<file path="src/rtl/datapath_arbiter.sv">
// Round-robin arbiter sharing the register-file/ALU datapath between the averaging
// controller (0) and the host/debug port (1), with bounded lock bursts and overflow routing.
module datapath_arbiter #(
  parameter int MAX_LOCK = 8
) (
  input  logic                             clk,
  input  logic                             n_reset,
  input  logic                             req0,
  input  logic                             lock0,
  input  logic [13:0]                      cmd0,
  output logic                             gnt0,
  output logic                             ovf0,
  input  logic                             req1,
  input  logic                             lock1,
  input  logic [13:0]                      cmd1,
  output logic                             gnt1,
  output logic                             ovf1,
  input  logic                             overflow,
  output logic [1:0]                       op,
  output logic [3:0]                       src1,
  output logic [3:0]                       src2,
  output logic [3:0]                       dest,
  output logic                             busy,
  output logic [1:0]                       dbg_state,
  output logic [$clog2(MAX_LOCK+1)-1:0]    dbg_lock_cnt
);

  localparam int CW = $clog2(MAX_LOCK + 1);

  typedef enum logic [1:0] {
    ARB   = 2'd0,
    LOCK0 = 2'd1,
    LOCK1 = 2'd2
  } state_t;

  state_t        state;
  logic [CW-1:0] lock_cnt;
  logic          last;
  logic          owner;
  logic          grant0;
  logic          grant1;
  logic          accept;
  logic          acc_lock;
  logic [13:0]   acc_cmd;
  logic          last_burst;

  // Handshake: a requester holds req/lock/cmd stable until its gnt is high;
  // a command is accepted on a rising edge where req & gnt, one per cycle at most.
  always_comb begin
    grant0 = 1'b0;
    grant1 = 1'b0;
    case (state)
      LOCK0: grant0 = req0;
      LOCK1: grant1 = req1;
      default: begin
        if (req0 && req1) begin
          grant0 = last;
          grant1 = ~last;
        end else begin
          grant0 = req0;
          grant1 = req1;
        end
      end
    endcase
  end

  // Grants are forced low while reset is held, even though state already reads ARB.
  assign gnt0 = grant0 & n_reset;
  assign gnt1 = grant1 & n_reset;

  assign accept     = grant0 | grant1;
  assign acc_lock   = grant0 ? lock0 : lock1;
  assign acc_cmd    = grant0 ? cmd0 : cmd1;
  assign last_burst = (int'(lock_cnt) + 1 >= MAX_LOCK);

  always_ff @(posedge clk or negedge n_reset) begin
    if (!n_reset) begin
      state    <= ARB;
      lock_cnt <= '0;
      last     <= 1'b1;
      owner    <= 1'b0;
      busy     <= 1'b0;
      op       <= 2'd0;
      src1     <= 4'hF;
      src2     <= 4'hF;
      dest     <= 4'hF;
    end else begin
      if (accept) begin
        {op, src1, src2, dest} <= acc_cmd;
        busy  <= 1'b1;
        owner <= grant1;
        last  <= grant1;
      end else begin
        op    <= 2'd0;
        src1  <= 4'hF;
        src2  <= 4'hF;
        dest  <= 4'hF;
        busy  <= 1'b0;
      end

      case (state)
        ARB: begin
          if (accept && acc_lock && MAX_LOCK > 1) begin
            state    <= grant0 ? LOCK0 : LOCK1;
            lock_cnt <= CW'(1);
          end
        end
        LOCK0, LOCK1: begin
          // Only the owner can be granted here, so !accept means the owner dropped req.
          if (!accept || !acc_lock || last_burst) begin
            state    <= ARB;
            lock_cnt <= '0;
          end else begin
            lock_cnt <= lock_cnt + CW'(1);
          end
        end
        default: begin
          state    <= ARB;
          lock_cnt <= '0;
        end
      endcase
    end
  end

  assign ovf0 = overflow & busy & ~owner;
  assign ovf1 = overflow & busy & owner;

  assign dbg_state    = state;
  assign dbg_lock_cnt = lock_cnt;

endmodule

</file>
<file path="config.mk">
export PLATFORM = sky130hd
export DESIGN_NAME = datapath_arbiter
export DESIGN_NICKNAME = d
export VERILOG_FILES = /design/src/rtl/datapath_arbiter.sv
export SDC_FILE = /design/constraint.sdc
export NUM_CORES = 1
export LEC_CHECK = 0
export CAP_MARGIN = 10
export CORE_MARGIN = 2
export CORE_UTILIZATION = 45
export CTS_BUF_LIST = sky130_fd_sc_hd__clkbuf_4
export DETAILED_ROUTE_END_ITERATION = 12
export PLACE_DENSITY = 0.84
export RECOVER_POWER = 50
export REMOVE_ABC_BUFFERS = 1
export SETUP_SLACK_MARGIN = 0.5
export SLEW_MARGIN = 5
export SYNTH_ARGS = -nofsm -noshare
export SYNTH_HDL_FRONTEND = slang
export SYNTH_SLANG_ARGS = --single-unit
</file>
<file path="constraint.sdc">
create_clock -name clk -period 3.1 [get_ports clk]
set_input_delay 0.62 -clock clk [delete_from_list [all_inputs] [get_ports clk]]
set_output_delay 0.62 -clock clk [all_outputs]
set_load 0.005 [all_outputs]
</file>
Word level (Yosys, flattened, before mapping)

Index checks and enable logic that the tools add are counted.
Widths: inputs -> output; s select.

$add $sub $neg: 2
$lt $le $gt $ge: 1
Equality and inequality tests: 4
Muxes and demuxes: 18
Bitwise gates (word level): 8
Reductions and logical operators: 9

Operator list:

| kind                | number |
|---|---|
| $mux 4              | 5 |
| $mux 14             | 1 |
| $mux 2              | 4 |
| $pmux 4 s2          | 1 |
| $add 4x1->5 const B | 1 |
| $and 1x1->1         | 5 |
| $ge 5x4->1 const B  | 1 |
| $add 4x1->4 const B | 1 |
| $mux 1              | 4 |
| $ne 2x2->1 const B  | 2 |
| $pmux 1 s2          | 2 |
| $pmux 2 s2          | 1 |
| $eq 2x1->1 const B  | 1 |
| $eq 2x2->1 const B  | 1 |
| $logic_and 1x1->1   | 2 |
| $logic_not 1->1     | 2 |
| $logic_not 2->1     | 1 |
| $logic_or 1x1->1    | 2 |
| $not 1->1           | 2 |
| $reduce_and 2->1    | 1 |
| $reduce_or 2->1     | 1 |
| $or 1x1->1          | 1 |

Bits in registers: 23
Input port bits: 35
Output and inout port bits: 25
Logic and storage cells: 51

Depth between registers and ports, before layout

Depth in word-level cells: 9
Mapped depth: 9
Mapped depth without buffers: 6

Worst setup path after synthesis

No wires, ideal clock.

Path kind: reg-to-output
Start point: reg state[0], in the netlist dbg_state[0]
End point: out gnt0
Data arrival time: 1.773 ns
Required time: 2.480 ns
Slack: 0.707 ns
Cell stages (with the launch flop): 9
Buffers on the path: 3
Cells stage by stage: dfrtp_1 inv_1 ha_1 buf_6 nor2b_4 or3_1 buf_6 buf_8 nor2_1

Word-level cells in the longest chain between the ends: 3
Elaborated cells on any way between the ends: 4
Those cells by class: eq/ne: 2; mux: 1; bitwise: 1

RTL lines:

| element                                  | line | source |
|---|---|---|
| start: declaration                       | 36   | `state_t state;` |
| start signal: assignment                 | 104  | `state <= grant0 ? LOCK0 : LOCK1;` |
| $eq 2x2->1 or $eq 2x1->1 (tied branches) | 52   | `case (state)` |
| $pmux 1 s2 (*)                           | 52   |  |
| $and 1x1->1 (*)                          | 68   | `assign gnt0 = grant0 & n_reset;` |
| end: declaration                         | 11   | `output logic gnt0,` |

Every way passes the cells marked *; elsewhere a longest branch is shown, timed or not.

Worst setup path after layout

Start point: reg state[1], in the netlist dbg_state[1]
End point: reg src1[0]

Word-level cells in the longest chain between the ends: 4
Elaborated cells on any way between the ends: 7
Those cells by class: eq/ne: 2; mux: 4; bitwise: 1

RTL lines:

| element                                  | line   | source |
|---|---|---|
| $eq 2x2->1 or $eq 2x1->1 (tied branches) | 52     |  |
| $pmux 1 s2                               | 52     |  |
| $mux 14 or $or 1x1->1 (tied branches)    | 73, 71 |  |
| $mux 4 (*)                               | 88     | `if (accept) begin` |
| end signal: assignment                   | 89     | `{op, src1, src2, dest} <= acc_cmd;` |
| end: declaration                         | 20     | `output logic [3:0] src1,` |

Marks and branches as above.
A chain may end at the register's enable or synchronous reset.

==> out/results.tsv <==
metric	value	unit
status	finished, final reports clean	
synth_area	1260	um2
wl_per_cell	16.4	um
r2r_slack	0.48	ns
drv_slew	0	
period_minus_slack	2.62	ns
cts.path.max_buffers	2	
peakVddDrop	575	uV
avgSynthCellArea	11.6	um2
ys_types	40	
clk-insertion-delay-late	0.29	ns
vias	1136	
reg2reg_from	dbg_state[1]	
slew_headroom	45.0	%
synth_seq_cells	23	
root_buffer	clkbuf_4	
dp_slack	0.203	ns
grt_pass1_vias	1183	
tightestPinTransition	0.826	ns
hold_ws	0.512	ns
register_area	592	um2
cts_hold_repair.buffers	0	
ys_warn_count	0	
reg2reg_depth	7	
final_cell_mix	clkdlybuf4s50_1, dfstp_2, dfrtp_1	
placed_area	1870	um2
htree_levels	1	
synthToLayoutAreaGrowth	51.0	%
clock_skew	0.00404	ns
power.density	792	nW/um2
arrival	2.86	ns
synthTopCellsByArea	dfstp_2, dfrtp_1, ha_1, o22a_1, o22a_2	
grt_remaining_overflow	0	
post-route-cell-area	1900	um2
clock_sinks	23	
wl	3.37	mm
cts_tree	built	
ios	60	
portBuffers	59	
finalSetupTns	0	ns
finalSetupViolCount	0	
grt_use_total	21.8	%
cp-start-kind	flip-flop	
hold_class	reg -> reg	
cts.clk_slew.worst_paths	0.12	ns
core.rowCount	19	
hold_viol	0	
cp.required	3.34	ns
nNetsFinal	216	
cap_violations	0	
cp-end-kind	flip-flop	
final_common_cell	clkdlybuf4s50_1	
worstSetupStartpoint	dbg_state[1]	
multi_input_area	572	um2
avgViaCountPerCell	5.51	
drt_iter0_drc	32	
grt_max_degree	19	
drive_gt1_share	20.6	%
fin_crit_sh	84.5	%
die_width	56.8	um
drcViolationCount	0	
path_class	reg -> reg	
dp_hpwl	2.64	mm
crit_path_max_fanout	18	
utilization	70.0	%
grt_first_pass_wirelength	5.59	mm
yosysSeqAreaShare	47.1	%
postSynthCellCount	108	
reg2reg_to	src1[0]	
netlist.area_leader.share	27.2	%
setup_ws	0.480	ns
n_antenna_cell	0	
nFillCells	216	
p_leak	0.814	nW
die-area	3230	um2
start_util	46.4	%
dr.pass1.iters	4	
clock.fmax	0.382	GHz
ant_nets	0	
coreArea	2710	um2
routabilityCongestion	0.801	
synth_top_area_cell	dfstp_2	
cts_buffers	3	
antenna_found_initial	0	
crit_end	src1[0]	
grt_setup_unrepaired	no	
dieHeight	56.8	um
hp-start	last	
-- kinds of logic (layout without fill, tap and decap cells) --
kind of cell | after synthesis | after routing | synth area share, %
compound gates | 33 | 33 | 22.5
simple gates | 30 | 30 | 15.4
flops | 23 | 23 | 47.1
buf+inv | 13 | 80 | 6.57
fa+ha+maj | 5 | 5 | 4.98
mux | 4 | 4 | 3.39
-- timing repair --
action                                  4_1_cts  5_1_grt
cloned                                        0        0
resized for setup                             7        3
pin swaps                                     1        0
buffers inserted                              4        0
endpoints found under the setup margin        2        1
-- synthesized netlist by cell type --
library cell	n
o31ai_1	1
o2111ai_1	4
dfstp_2	13
o31a_2	1
nor2b_4	1
nand2_4	1
o311ai_0	1
o22a_2	6
o21bai_2	1
nor3_2	1
a22o_1	1
or3_1	1
nor4bb_1	1
nand2b_1	1
a21boi_2	1
dfrtp_1	10
and2_1	1
o21ai_2	1
buf_6	3
ha_1	5
o32ai_1	1
nand3_1	4
buf_8	1
inv_1	9
o21ai_0	3
nand4_1	1
a21o_1	2
nor2b_1	2
o22a_1	7
mux2_2	2
and3b_1	1
mux2i_1	2
nor2_1	5
nor3b_4	1
nand2_1	5
nor3b_1	1
a211o_1	1
o211ai_1	1
a21oi_1	1
and3_1	3
-- routing by layer --
| layer | global-route usage (%) | part of all wire (%) | routed length, um |
|---|---|---|---|
| met2 | 38.9 | 50 | 1680 |
| met5 | 0 | 0 | 0 |
| met1 | 26.0 | 38 | 1290 |
| met4 | 3.99 | 1.3 | 45 |
| met3 | 6.91 | 11 | 361 |
-- where the power goes --
part / total (mW) / switching (mW) / internal (mW)
clock network: 0.141 / 0.0822 / 0.0587
registers: 0.534 / 0.0582 / 0.476
logic: 0.827 / 0.363 / 0.463
-- sequential cells by signal (all words and copies together) (netlist names) --
name / cells
op: 2
dbg_state: 2
owner: 1
src2: 4
src1: 4
busy: 1
dest: 4
dbg_lock_cnt: 4
last: 1
-- through the flow --
| stage | power (mW) | std cells |
|---|---|---|
| global route | 1.61 | 206 |
| floorplan | 0.943 | 104 |
| finish | 1.50 | 206 |
| detailed placement | 1.37 | 198 |
| global placement | 1.33 | 198 |
| CTS | 1.56 | 206 |
-- worst max-delay path, stage by stage, from the launching register on --
cell and delay, ns:
dfrtp_1 0.40, inv_1 0.13, ha_4 0.25, nor3b_1 0.45, or3_1 0.20, clkbuf_1 0.63, nand2_4 0.22, o22a_2 0.27
-- layout make-up --
class                           instances  share of cell area, %
Clock buffer                            4                   1.58
Tap cell                               31                   2.04
Timing Repair Buffer                   67                   33.2
Sequential cell                        23                   31.2
Inverter                                9                   1.78
Multi-Input combinational cell         72                   30.1
-- worst min-delay path by stage --
| stage | end | slack (ns) | cells after the start |
|---|---|---|---|
| after floorplan | busy | 0.32 | 0 |
| after global placement | owner | 0.48 | 1 |
| after detailed placement | last | 0.51 | 2 |
| after CTS | last | 0.53 | 2 |
| after global routing | last | 0.58 | 2 |
| final | last | 0.51 | 2 |
Note: power is estimated with default switching activity, not from simulation.
